`config.mk`:
```
export PLATFORM = sky130hd
export DESIGN_NAME = spike_packet_receiver
export DESIGN_NICKNAME = d
export VERILOG_FILES = /design/src/rtl/spike_pkg.sv /design/src/rtl/spike_fifo.sv /design/src/rtl/spike_packet_receiver.sv
export SDC_FILE = /design/constraint.sdc
export NUM_CORES = 1
export LEC_CHECK = 0
export ABC_AREA = 1
export CAP_MARGIN = 20
export CORE_MARGIN = 2
export CORE_UTILIZATION = 55
export CTS_CLUSTER_SIZE = 28
export DETAILED_ROUTE_END_ITERATION = 7
export HOLD_SLACK_MARGIN = 0.1
export PLACE_DENSITY = 0.79
export SYNTH_ARGS = -nofsm -noshare
export SYNTH_HDL_FRONTEND = slang
export SYNTH_SLANG_ARGS = --single-unit
```
`constraint.sdc`:
```
create_clock -name clk -period 3.3 [get_ports clk]
set_input_delay 0.825 -clock clk [delete_from_list [all_inputs] [get_ports clk]]
set_output_delay 0.825 -clock clk [all_outputs]
set_load 0.03 [all_outputs]
```
`src/rtl/spike_pkg.sv`:
```
// Spike packet field layout shared by the controller-side packet builder and the local-port receiver.
package spike_pkg;
    localparam int PACKET_WIDTH = 32;
    localparam int DST_X_MSB    = 31;
    localparam int DST_X_LSB    = 28;
    localparam int DST_Y_MSB    = 27;
    localparam int DST_Y_LSB    = 24;
    localparam int STEP_MSB     = 23;
    localparam int STEP_LSB     = 16;
    localparam int AXON_MSB     = 15;
    localparam int AXON_LSB     = 0;

    function automatic logic [PACKET_WIDTH-1:0] make_packet(
        input logic [DST_X_MSB-DST_X_LSB:0] dst_x,
        input logic [DST_Y_MSB-DST_Y_LSB:0] dst_y,
        input logic [STEP_MSB-STEP_LSB:0]   step,
        input logic [AXON_MSB-AXON_LSB:0]   axon
    );
        return {dst_x, dst_y, step, axon};
    endfunction
endpackage

```
`src/rtl/spike_fifo.sv`:
```
// Synchronous packet FIFO with registered occupancy count; pushes are refused while full.
module spike_fifo #(
    parameter int WIDTH     = 32,
    parameter int DEPTH     = 4,
    parameter int PTR_WIDTH = 2
) (
    input  logic                 clk,
    input  logic                 reset,
    input  logic                 push,
    input  logic                 pop,
    input  logic [WIDTH-1:0]     data_in,
    output logic [WIDTH-1:0]     head,
    output logic [PTR_WIDTH:0]   count,
    output logic                 full,
    output logic                 empty
);
    logic [WIDTH-1:0]     mem [DEPTH];
    logic [PTR_WIDTH-1:0] wr_ptr;
    logic [PTR_WIDTH-1:0] rd_ptr;
    logic                 do_push;
    logic                 do_pop;

    assign full    = (count == (PTR_WIDTH+1)'(DEPTH));
    assign empty   = (count == '0);
    assign do_push = push && !full;
    assign do_pop  = pop && !empty;
    assign head    = mem[rd_ptr];

    always_ff @(posedge clk) begin
        if (reset) begin
            wr_ptr <= '0;
            rd_ptr <= '0;
            count  <= '0;
        end else begin
            if (do_push) wr_ptr <= wr_ptr + 1'b1;
            if (do_pop)  rd_ptr <= rd_ptr + 1'b1;
            case ({do_push, do_pop})
                2'b10:   count <= count + 1'b1;
                2'b01:   count <= count - 1'b1;
                default: count <= count;
            endcase
        end
    end

    // Storage carries no reset; the pointers alone define what is valid.
    always_ff @(posedge clk) begin
        if (do_push) mem[wr_ptr] <= data_in;
    end
endmodule

```
`src/rtl/spike_packet_receiver.sv`:
```
// Local-port spike sink: buffers router packets, drops misrouted ones, presents axon spikes
// to the neuron core on valid/ready. spike_valid may only fall after a cycle with spike_ready high.
module spike_packet_receiver
    import spike_pkg::*;
#(
    parameter int NODE_X             = 0,
    parameter int NODE_Y             = 0,
    parameter int NUM_AXONS          = 2,
    parameter int AXON_CNT_BIT_WIDTH = 1,
    parameter int FIFO_DEPTH         = 4,
    parameter int FIFO_PTR_WIDTH     = 2
) (
    input  logic                          clk,
    input  logic                          reset,
    input  logic [PACKET_WIDTH-1:0]       packet_in,
    input  logic                          write_enable,
    output logic                          receive_full,
    output logic                          spike_valid,
    input  logic                          spike_ready,
    output logic [AXON_CNT_BIT_WIDTH-1:0] axon_id,
    output logic [7:0]                    spike_step,
    input  logic                          step_clear,
    output logic [15:0]                   spike_count,
    output logic [7:0]                    drop_count,
    output logic                          overflow
);
    localparam logic [DST_X_MSB-DST_X_LSB:0] NODE_X_F   = (DST_X_MSB-DST_X_LSB+1)'(NODE_X);
    localparam logic [DST_Y_MSB-DST_Y_LSB:0] NODE_Y_F   = (DST_Y_MSB-DST_Y_LSB+1)'(NODE_Y);
    localparam logic [AXON_MSB-AXON_LSB+1:0] AXON_LIMIT = (AXON_MSB-AXON_LSB+2)'(NUM_AXONS);

    logic [PACKET_WIDTH-1:0]   head;
    logic [FIFO_PTR_WIDTH:0]   fifo_count;
    logic                      fifo_full;
    logic                      fifo_empty;
    logic                      head_good;
    logic                      misroute;
    logic                      delivered;
    logic                      push;
    logic                      pop;
    logic                      overflow_evt;
    logic [1:0]                drop_inc;
    logic [8:0]                drop_sum;

    spike_fifo #(
        .WIDTH     (PACKET_WIDTH),
        .DEPTH     (FIFO_DEPTH),
        .PTR_WIDTH (FIFO_PTR_WIDTH)
    ) u_fifo (
        .clk     (clk),
        .reset   (reset),
        .push    (push),
        .pop     (pop),
        .data_in (packet_in),
        .head    (head),
        .count   (fifo_count),
        .full    (fifo_full),
        .empty   (fifo_empty)
    );

    // Full-width axon compare also rejects any nonzero bits above the axon_id width.
    assign head_good = (head[DST_X_MSB:DST_X_LSB] == NODE_X_F)
                    && (head[DST_Y_MSB:DST_Y_LSB] == NODE_Y_F)
                    && ({1'b0, head[AXON_MSB:AXON_LSB]} < AXON_LIMIT);

    assign receive_full = (fifo_count == (FIFO_PTR_WIDTH+1)'(FIFO_DEPTH));
    assign spike_valid  = !fifo_empty && head_good;
    assign misroute     = !fifo_empty && !head_good;
    assign delivered    = spike_valid && spike_ready;
    assign pop          = misroute || delivered;
    assign push         = write_enable && !fifo_full;
    assign overflow_evt = write_enable && fifo_full;
    assign axon_id      = spike_valid ? head[AXON_LSB +: AXON_CNT_BIT_WIDTH] : '0;
    assign spike_step   = spike_valid ? head[STEP_MSB:STEP_LSB] : '0;

    assign drop_inc = {1'b0, overflow_evt} + {1'b0, misroute};
    assign drop_sum = {1'b0, drop_count} + {7'b0, drop_inc};

    always_ff @(posedge clk) begin
        if (reset) begin
            spike_count <= '0;
            drop_count  <= '0;
            overflow    <= 1'b0;
        end else begin
            if (overflow_evt) overflow <= 1'b1;

            if (step_clear)
                spike_count <= '0;
            else if (delivered && spike_count != 16'hFFFF)
                spike_count <= spike_count + 1'b1;

            if (step_clear)
                drop_count <= '0;
            else if (drop_sum[8])
                drop_count <= 8'hFF;
            else
                drop_count <= drop_sum[7:0];
        end
    end
endmodule

```
# Word level (Yosys, flattened, before mapping)
# Memory sizes are Yosys's and may differ from the RTL's. A register that Yosys moved wholly into a read port is not among the register bits.
# Index checks and enable logic that the tools add are counted.
[classes]
n_addsub = 7
n_mul = 0
div = 0
n_lt_le_gt_ge = 1
n_eq_ne = 4
shifts = 0
mux = 8
bitwise = 0
reduce_logical = 19
[ops]
columns = ["operator", "count"]
rows = [
  ["$add A16 B1 Y16 const B", 1],
  ["$lt A16 B2 Y1 const B", 1],
  ["$mux W8", 2],
  ["$ne A16 B16 Y1 const B", 1],
  ["$logic_and A1 B1 Y1", 10],
  ["$add A8 B2 Y9", 1],
  ["$logic_not A4 Y1", 2],
  ["$pmux W3 S2", 1],
  ["$add A2 B1 Y2 const B", 2],
  ["$mux W2", 2],
  ["$add A3 B1 Y3 const B", 1],
  ["$eq A3 B3 Y1 const B", 1],
  ["$logic_not A1 Y1", 3],
  ["$logic_not A3 Y1", 1],
  ["$mux W1", 3],
  ["$sub A3 B1 Y3 const B", 1],
  ["$add A1 B1 Y2", 1],
  ["$eq A2 B1 Y1 const B", 1],
  ["$eq A2 B2 Y1 const B", 1],
  ["$reduce_bool A2 Y1", 1],
  ["$reduce_or A2 Y1", 1],
  ["$logic_or A1 B1 Y1", 1],
]
[totals]
ff_bits = 32
latchBits = 0
ram_bits = 128
romBits = 0
inputBits = 37
out_inout_bits = 36
wordCells = 46
mem_count = 1
[memory_table]
columns = ["memory", "words", "word_bits", "read_ports", "rd_clocked_by_memory_dff", "wr", "line", "text"]
rows = [
  ["u_fifo.mem", 4, 32, 1, 1, 1, "spike_fifo.sv:17", "logic [WIDTH-1:0] mem [DEPTH];"],
]

# Depth between registers and ports, before layout
# Gate-level depths: netlist of the first run.
[logic_depth]
ltp_word = 9
mapped_depth = 22

# By module
# Synthesis of the first run repeated with hierarchy kept, for this count alone.
[unflattened]
hier_cells = 626
area_unflattened_um2 = 6979.2
[modules_own_cells]
columns = ["mod", "n_inst", "cells_each", "area_each_um2"]
rows = [
  ["spike_fifo", 1, 379, 5268.8],
  ["spike_packet_receiver", 1, 247, 1710.4],
]

# Worst setup path after synthesis of the first run
# OpenSTA, ideal clock, no wires.
[synth_path]
path_kind = "input-to-reg"
from = "input write_enable"
to = "memory u_fifo.mem[0][0] (enable)"
setup_time_ns = 0.421
t_arrival_ns = 2.563
required_ns = 2.879
slack_ns = 0.316
path_stages = 4
path_cell_list = "inv_1 nor2_1 clkinv_1 nor2_1"
[synth_between]
elab_chain_cells = 4
[synth_rtl]
columns = ["element", "line", "text"]
rows = [
  ["start, declared", "spike_packet_receiver.sv:16", "input logic write_enable,"],
  ["$logic_and A1 B1 Y1", "spike_packet_receiver.sv:70", "assign push = write_enable && !fifo_full;"],
  ["$logic_and A1 B1 Y1", "spike_fifo.sv:25", "assign do_push = push && !full;"],
  ["$mux W1", "spike_fifo.sv:47", "if (do_push) mem[wr_ptr] <= data_in;"],
  ["$mux W1 (not written as such)", "spike_fifo.sv:47", ""],
  ["end, declared", "spike_fifo.sv:17", ""],
]
# No other way between the ends.

==> results of run 1 <==
-- power by group through the flow --
stage | registers [uW] | clock network [uW] | logic, uW
2_1_floorplan | 2550 | 0 | 490
3_3_place_gp | 2560 | 0 | 687
3_5_place_dp | 2580 | 0 | 714
4_1_cts | 2540 | 1950 | 723
5_1_grt | 2560 | 2050 | 816
6_report | 2540 | 1930 | 718
-- layout make-up --
class / instances / share of cell area
well taps: 143 / 0.0229
flip-flops and latches: 162 / 0.580
inverters: 49 / 0.0236
repair buffers: 79 / 0.0960
clock inverters: 15 / 0.0202
clock buffers: 17 / 0.0546
multi-input cells: 327 / 0.202
-- cells by family after synthesis --
family	count (synthesis)	synth area share
AND/OR/NAND/NOR	244	0.159
flip-flops	162	0.716
AO/OA/AOI/OAI	63	0.0528
buffers and inverters	58	0.0368
XOR/XNOR	11	0.0152
adder cells (fa/ha/maj)	9	0.0202
-- cells in the mapped netlist (all sizes together), types with 2 or more instances --
library cell	count
ha	7
buf	5
xor2	8
o21ai	27
nor2	126
nand4	8
edfxtp	128
fa	2
inv	48
xnor2	3
nor4	3
nor3	13
clkbuf	4
nand3	16
a21oi	29
a211oi	4
nand2	77
dfxtp	34
-- cells in the final DEF (no fill, tap or decap), drive strengths merged, types with 3 or more instances in the layout --
master           n
xor2             8
xnor2            3
ha               7
edfxtp         128
nor4             3
nand4            8
clkdlybuf4s50   62
dfxtp           34
clkbuf          17
nor3            13
a211oi           4
clkinv           4
a21oi           29
buf             17
nor2           126
nand2           77
o21ai           27
nand3           16
inv             53
clkinvlp         5
-- metal layers --
metal / GRT usage / wire, um / vias to the layer above / share of wire
li1: - / - / 2042 / -
met1: 0.279 / 5290 / 1988 / 0.41
met2: 0.360 / 6400 / 178 / 0.50
met3: 0.0634 / 936 / 27 / 0.072
met4: 0.0922 / 282 / 0 / 0.022
met5: 0 / 0 / - / 0
-- sequential cells by signal (all words and copies together) (netlist names), named ones only --
| register | cells |
|---|---|
| drop_count | 8 |
| overflow | 1 |
| spike_count | 16 |
| u_fifo.count | 3 |
| u_fifo.mem | 128 |
| u_fifo.rd_ptr | 2 |
| u_fifo.wr_ptr | 2 |
-- stage by stage --
step	std cells	total power (uW)
after floorplan	547	3040
after global placement	760	3250
after detailed placement	760	3290
after CTS	792	5210
after global routing	792	5420
final	792	5180
-- worst max path at each step --
stage	from	endpoint	cells after the start
floorplan	write_enable	u_fifo.mem[0][0]	4
global placement	write_enable	drop_count[5]	13
detailed placement	write_enable	drop_count[3]	11
CTS	flop	spike_step[0]	11
global route	flop	spike_step[0]	11
finish	flop	spike_step[0]	11
-- worst max-delay path: stages (launching register included) --
cell and delay (ps):
dfxtp_2 450, inv_2 190, nor2_1 120, nand2_1 60, nor2_1 80, nor2_1 40
nor2_1 70, nand2_1 90, nand2_4 130, nand2_2 180, a21oi_1 230, buf_4 200
-- what timing repair did --
action,4_1_cts,5_1_grt
endpoints found under the setup margin,9,9
resized for setup,1,1
hold buffers,0,0
==> out/metrics.csv, run 1 <==
stage,metric,value,unit
run_status,status,"complete, no violations",
power,leakage,0.00272,uW
sta,final_hold_viol_count,0,
sta,clock-skew-final,9.38,ps
yosys,synth_area_per_cell,11.6,um^2
detailed_routing,ant_nets,0,
global_route,grt_usage,0.221,
sta,setup_slack,212,ps
worst_setup_path,cp-start-kind,flop,
finish,final_core_util,0.689,
finish,multi_input_area,1580,um^2
detailed_routing,avgViaCountPerCell,5.35,
sta,fmax,324,MHz
detailed_routing,wl_per_cell,16.3,um
yosys,synth_top_area_frac,0.608,
clocking,path_clk_slew,60,ps
sta,rsz0062_at_grt,no,
finish,antenna_cells,0,
power,pwr-share-comb,0.139,
floorplan,die_h,111,um
yosys,synth.distinct_cells,31,
yosys,ys_seq_area_frac,0.716,
global_route,gr-total-overflow,0,
detailed_routing,dr.pass1.iters,5,
worst_setup_path,worstPathMaxFanout,20,
worst_setup_path,end_kind,output pin,
global_route,grt_max_degree,33,
min_path,min_from,u_fifo.wr_ptr[0],
floorplan,row_count,39,
global_route,grt_pass1_wl,21200,um
worst_setup_path,cp.required,2470,ps
detailed_routing,drt_iter0_drc,295,
sta,period_needed,3090,ps
sta,whs,512,ps
finish,fillers,805,
yosys,syn_inst,547,
yosys,synth-seq-cells,162,
sta,worstMarginPinSlew,511,ps
power,power_frac_clock,0.372,
yosys,yosys_warnings,0,
detailed_routing,routed_wl,12900,um
clocking,h-tree-depth,4,
yosys,synth_fp_nets,593,
worst_setup_path,arrival,2260,ps
min_path,holdPathStages,2,
clocking,clock_sinks,162,
clocking,clockBufferDepth,2,
worst_setup_path,r2r_cells,21,
clocking,cts_buffers,17,
power,worst_ir_drop_vdd,0.398,mV
finish,drive_gt1_frac,0.0955,
detailed_routing,drc,0,
clocking,cts_root_buf,clkbuf_16,
floorplan,num_io_pins,73,
global_route,antenna_found_initial,0,
worst_setup_path,setup.worst_path.class,reg2out,
power,p_int,3800,uW
floorplan,core,11300,um^2
power,p_switching,1390,uW
power,power_density,664,nW/um^2
yosys,yosys.area.top_type,edfxtp_1,
finish,area_growth,23.3,%
finish,final_area,7800,um^2
worst_setup_path,r2r-end,drop_count[5],
placed_design,dpl_cell_area,7210,um^2
clocking,cts_setup_buffers,0,
yosys,ys.flop_type,edfxtp_1,
finish,final_net_count,682,
yosys,async_flop_share,0,
global_route,grt_pass1_vias,4341,
floorplan,start_util,0.558,
placed_design,io_buffers,72,
min_path,worstHoldEndpoint,u_fifo.wr_ptr[0],
clocking,tritoncts,done,
min_path,min_path_type,reg2reg,
placed_design,post-dp-hpwl,8510,um
yosys,syn_area,6320,um^2
finish,regArea,4530,um^2
placed_design,dpl_worst_slack,267,ps
clocking,clk_latency,420,ps
run,max_cap_viol_count,0,
sta,final-max-slew-violation-count,0,
sta,slew_headroom,0.657,
floorplan,dieArea,12400,um^2
detailed_routing,via_count,4235,
floorplan,die_w,111,um
worst_setup_path,reg2reg_slack,470,ps
yosys,synth_area_leaders,"edfxtp_1, dfxtp_1, nor2_1",
sta,setup_tns,0,ps
yosys,synth_edf_count,128,
sta,setup_viol,0,
power,power_switching_share,0.267,
sta,min_period_over_period,0.936,
placed_design,gp_congestion,0.840,
power,pwr-share-seq,0.490,
(Power assumes the default switching activity.)
==> inputs of run 2 (changes only) <==
--- a/config.mk
+++ b/config.mk
@@ -8,11 +8,11 @@
 export ABC_AREA = 1
 export CAP_MARGIN = 20
 export CORE_MARGIN = 2
-export CORE_UTILIZATION = 55
+export CORE_UTILIZATION = 50
 export CTS_CLUSTER_SIZE = 28
 export DETAILED_ROUTE_END_ITERATION = 7
 export HOLD_SLACK_MARGIN = 0.1
-export PLACE_DENSITY = 0.79
+export PLACE_DENSITY = 0.75
 export SYNTH_ARGS = -nofsm -noshare
 export SYNTH_HDL_FRONTEND = slang
 export SYNTH_SLANG_ARGS = --single-unit
==> constraint.sdc (replaced) <==
create_clock -name clk -period 2.8 [get_ports clk]
set_input_delay 0.7 -clock clk [delete_from_list [all_inputs] [get_ports clk]]
set_output_delay 0.7 -clock clk [all_outputs]
set_load 0.03 [all_outputs]
==> out/metrics.csv, run 2 (synthesized netlist as in run 1, its figures left out) <==
stage,metric,value,unit,change
clocking,tritoncts,done,,unchanged
sta,slew_headroom,0.631,,was 0.657
finish,final_core_util,0.636,,was 0.689
finish,final_cell_mix,"edfxtp_1, nor2_1, nand2_1",,unchanged
global_route,antenna_found_initial,0,,unchanged
sta,setup_viol,0,,unchanged
global_route,grt_usage,0.194,,was 0.221
finish,final_net_count,689,,was 682
worst_setup_path,setup.worst_path.class,reg2out,,unchanged
finish,largest_register_ff_count,128,,unchanged
finish,area_growth,25.5,%,was 23.3%
sta,min_period_over_period,0.957,,
finish,reg.largest.list,"u_fifo.mem x128, spike_count x16, drop_count x8",,unchanged
floorplan,die_h,116,um,was 111 um
placed_design,post-dp-hpwl,8350,um,was 8510 um
clocking,hold_buffers,0,,unchanged
worst_setup_path,reg2reg_slack,260,ps,was 470 ps
run,max_cap_viol_count,0,,unchanged
power,worst_ir_drop_vdd,0.396,mV,was 0.398 mV
sta,worstMarginPinSlew,549,ps,was 511 ps
sta,rsz0062_at_grt,yes,,was no
detailed_routing,ant_nets,0,,unchanged
worst_setup_path,cp-start-kind,flop,,unchanged
clocking,cts_setup_buffers,0,,unchanged
clocking,path_clk_slew,60,ps,about the same
clocking,cts_buffers,17,,unchanged
detailed_routing,via_count,4184,,was 4235
floorplan,num_io_pins,73,,unchanged
power,power_density,763,nW/um^2,was 664 nW/um^2
clocking,clock_sinks,162,,unchanged
floorplan,row_count,41,,was 39
clocking,cts_root_buf,clkbuf_16,,unchanged
clocking,clk_latency,420,ps,about the same
global_route,grt_pass1_wl,19700,um,was 21200 um
power,power,6060,uW,was 5180 uW
clocking,clockBufferDepth,2,,unchanged
run_status,status,"complete, no violations",,unchanged
global_route,gr-total-overflow,0,,unchanged
detailed_routing,avgViaCountPerCell,5.05,,was 5.35
detailed_routing,drt_iter0_drc,293,,was 295
clocking,h-tree-depth,4,,unchanged
placed_design,io_buffers,72,,unchanged
detailed_routing,routed_wl,12400,um,was 12900 um
worst_setup_path,r2r-end,drop_count[5],,unchanged
detailed_routing,dr.pass1.iters,5,,unchanged
min_path,min_path_type,reg2reg,,unchanged
global_route,grt_max_degree,33,,unchanged
finish,final_area,7930,um^2,was 7800 um^2
detailed_routing,drc,0,,unchanged
sta,fmax,373,MHz,
power,leakage,0.00276,uW,was 0.00272 uW
sta,final_hold_viol_count,0,,unchanged
finish,final_common_cell,edfxtp_1,,unchanged
placed_design,gp_congestion,0.819,,was 0.840
worst_setup_path,crit_path_end,spike_step[0],,unchanged
sta,period_needed,2680,ps,
floorplan,die_w,116,um,was 111 um
finish,drive_gt1_frac,0.114,,was 0.0955
sta,clock-skew-final,8.96,ps,was 9.38 ps
worst_setup_path,worstPathMaxFanout,10,,was 20
placed_design,dpl_cell_area,7340,um^2,was 7210 um^2
worst_setup_path,arrival,1980,ps,was 2260 ps
floorplan,core,12500,um^2,was 11300 um^2
worst_setup_path,end_kind,output pin,,unchanged
finish,largest-register,u_fifo.mem,,unchanged
floorplan,dieArea,13600,um^2,was 12400 um^2
detailed_routing,wl_per_cell,15.0,um,was 16.3 um
sta,final-max-slew-violation-count,0,,unchanged
finish,antenna_cells,0,,unchanged
worst_setup_path,cp.required,2100,ps,was 2470 ps
floorplan,start_util,0.507,,was 0.558
global_route,grt_pass1_vias,4093,,was 4341
worst_setup_path,r2r_cells,19,,was 21
## run 2: final cells by class
class | instances | area [um^2]
fillers | 943 | 4530
clock buffers | 21 | 440
flip-flops and latches | 162 | 4530
clock inverters | 11 | 114
multi-input cells | 327 | 1610
inverters | 49 | 184
well taps | 172 | 215
repair buffers | 86 | 838
## run 2: worst min-delay path by stage
| stage | end | slack [ps] | startpoint | cells after the start |
|---|---|---|---|---|
| 3_5_place_dp | overflow | 490 | overflow | 1 |
| 2_1_floorplan | u_fifo.wr_ptr[0] | 480 | u_fifo.wr_ptr[0] | 2 |
| 4_1_cts | overflow | 510 | overflow | 1 |
| 3_3_place_gp | u_fifo.wr_ptr[0] | 490 | u_fifo.wr_ptr[0] | 2 |
| 6_report | overflow | 500 | overflow | 1 |
| 5_1_grt | spike_count[9] | 520 | spike_count[9] | 2 |
## run 2: power breakdown
part           switching, uW  leakage, uW  internal (uW)  total (uW)
logic                    580      0.00105            337         917
registers                117      0.00145           2860        2980
clock network            860     0.000262           1300        2160
## run 2: worst max-delay path, stage by stage, from the launching register on
cell     delay (ps)
dfxtp_2         340
or2_2           290
nor2_1          100
nand3_1          80
nand2_1          80
nand2_1          90
nand2_4         110
nand2_4         120
a21oi_1         170
buf_4           180
## run 2: metal layers
metal / up-vias / part of all wire / GRT usage
met4: 0 / 0.013 / 0.0794
met1: 1974 / 0.43 / 0.235
met5: - / 0 / 0
met2: 134 / 0.50 / 0.327
met3: 18 / 0.061 / 0.0581
li1: 2058 / - / -
## run 2: through the flow
step	cells	setup WS (ps)	TNS (ps)	hold WS, ps
after floorplan	547	-59.1	-7560	475
after global placement	796	-32.8	-32.8	490
after detailed placement	796	-166	-952	488
after CTS	828	-31.2	-78.8	506
after global routing	828	-11.9	-27.9	519
final	828	122	0	502
## run 2: what timing repair did
item | 4_1_cts | 5_1_grt
gates resized for setup | 2 | 11
endpoints found under the hold margin | 0 | 0
setup endpoints to repair | 10 | 17
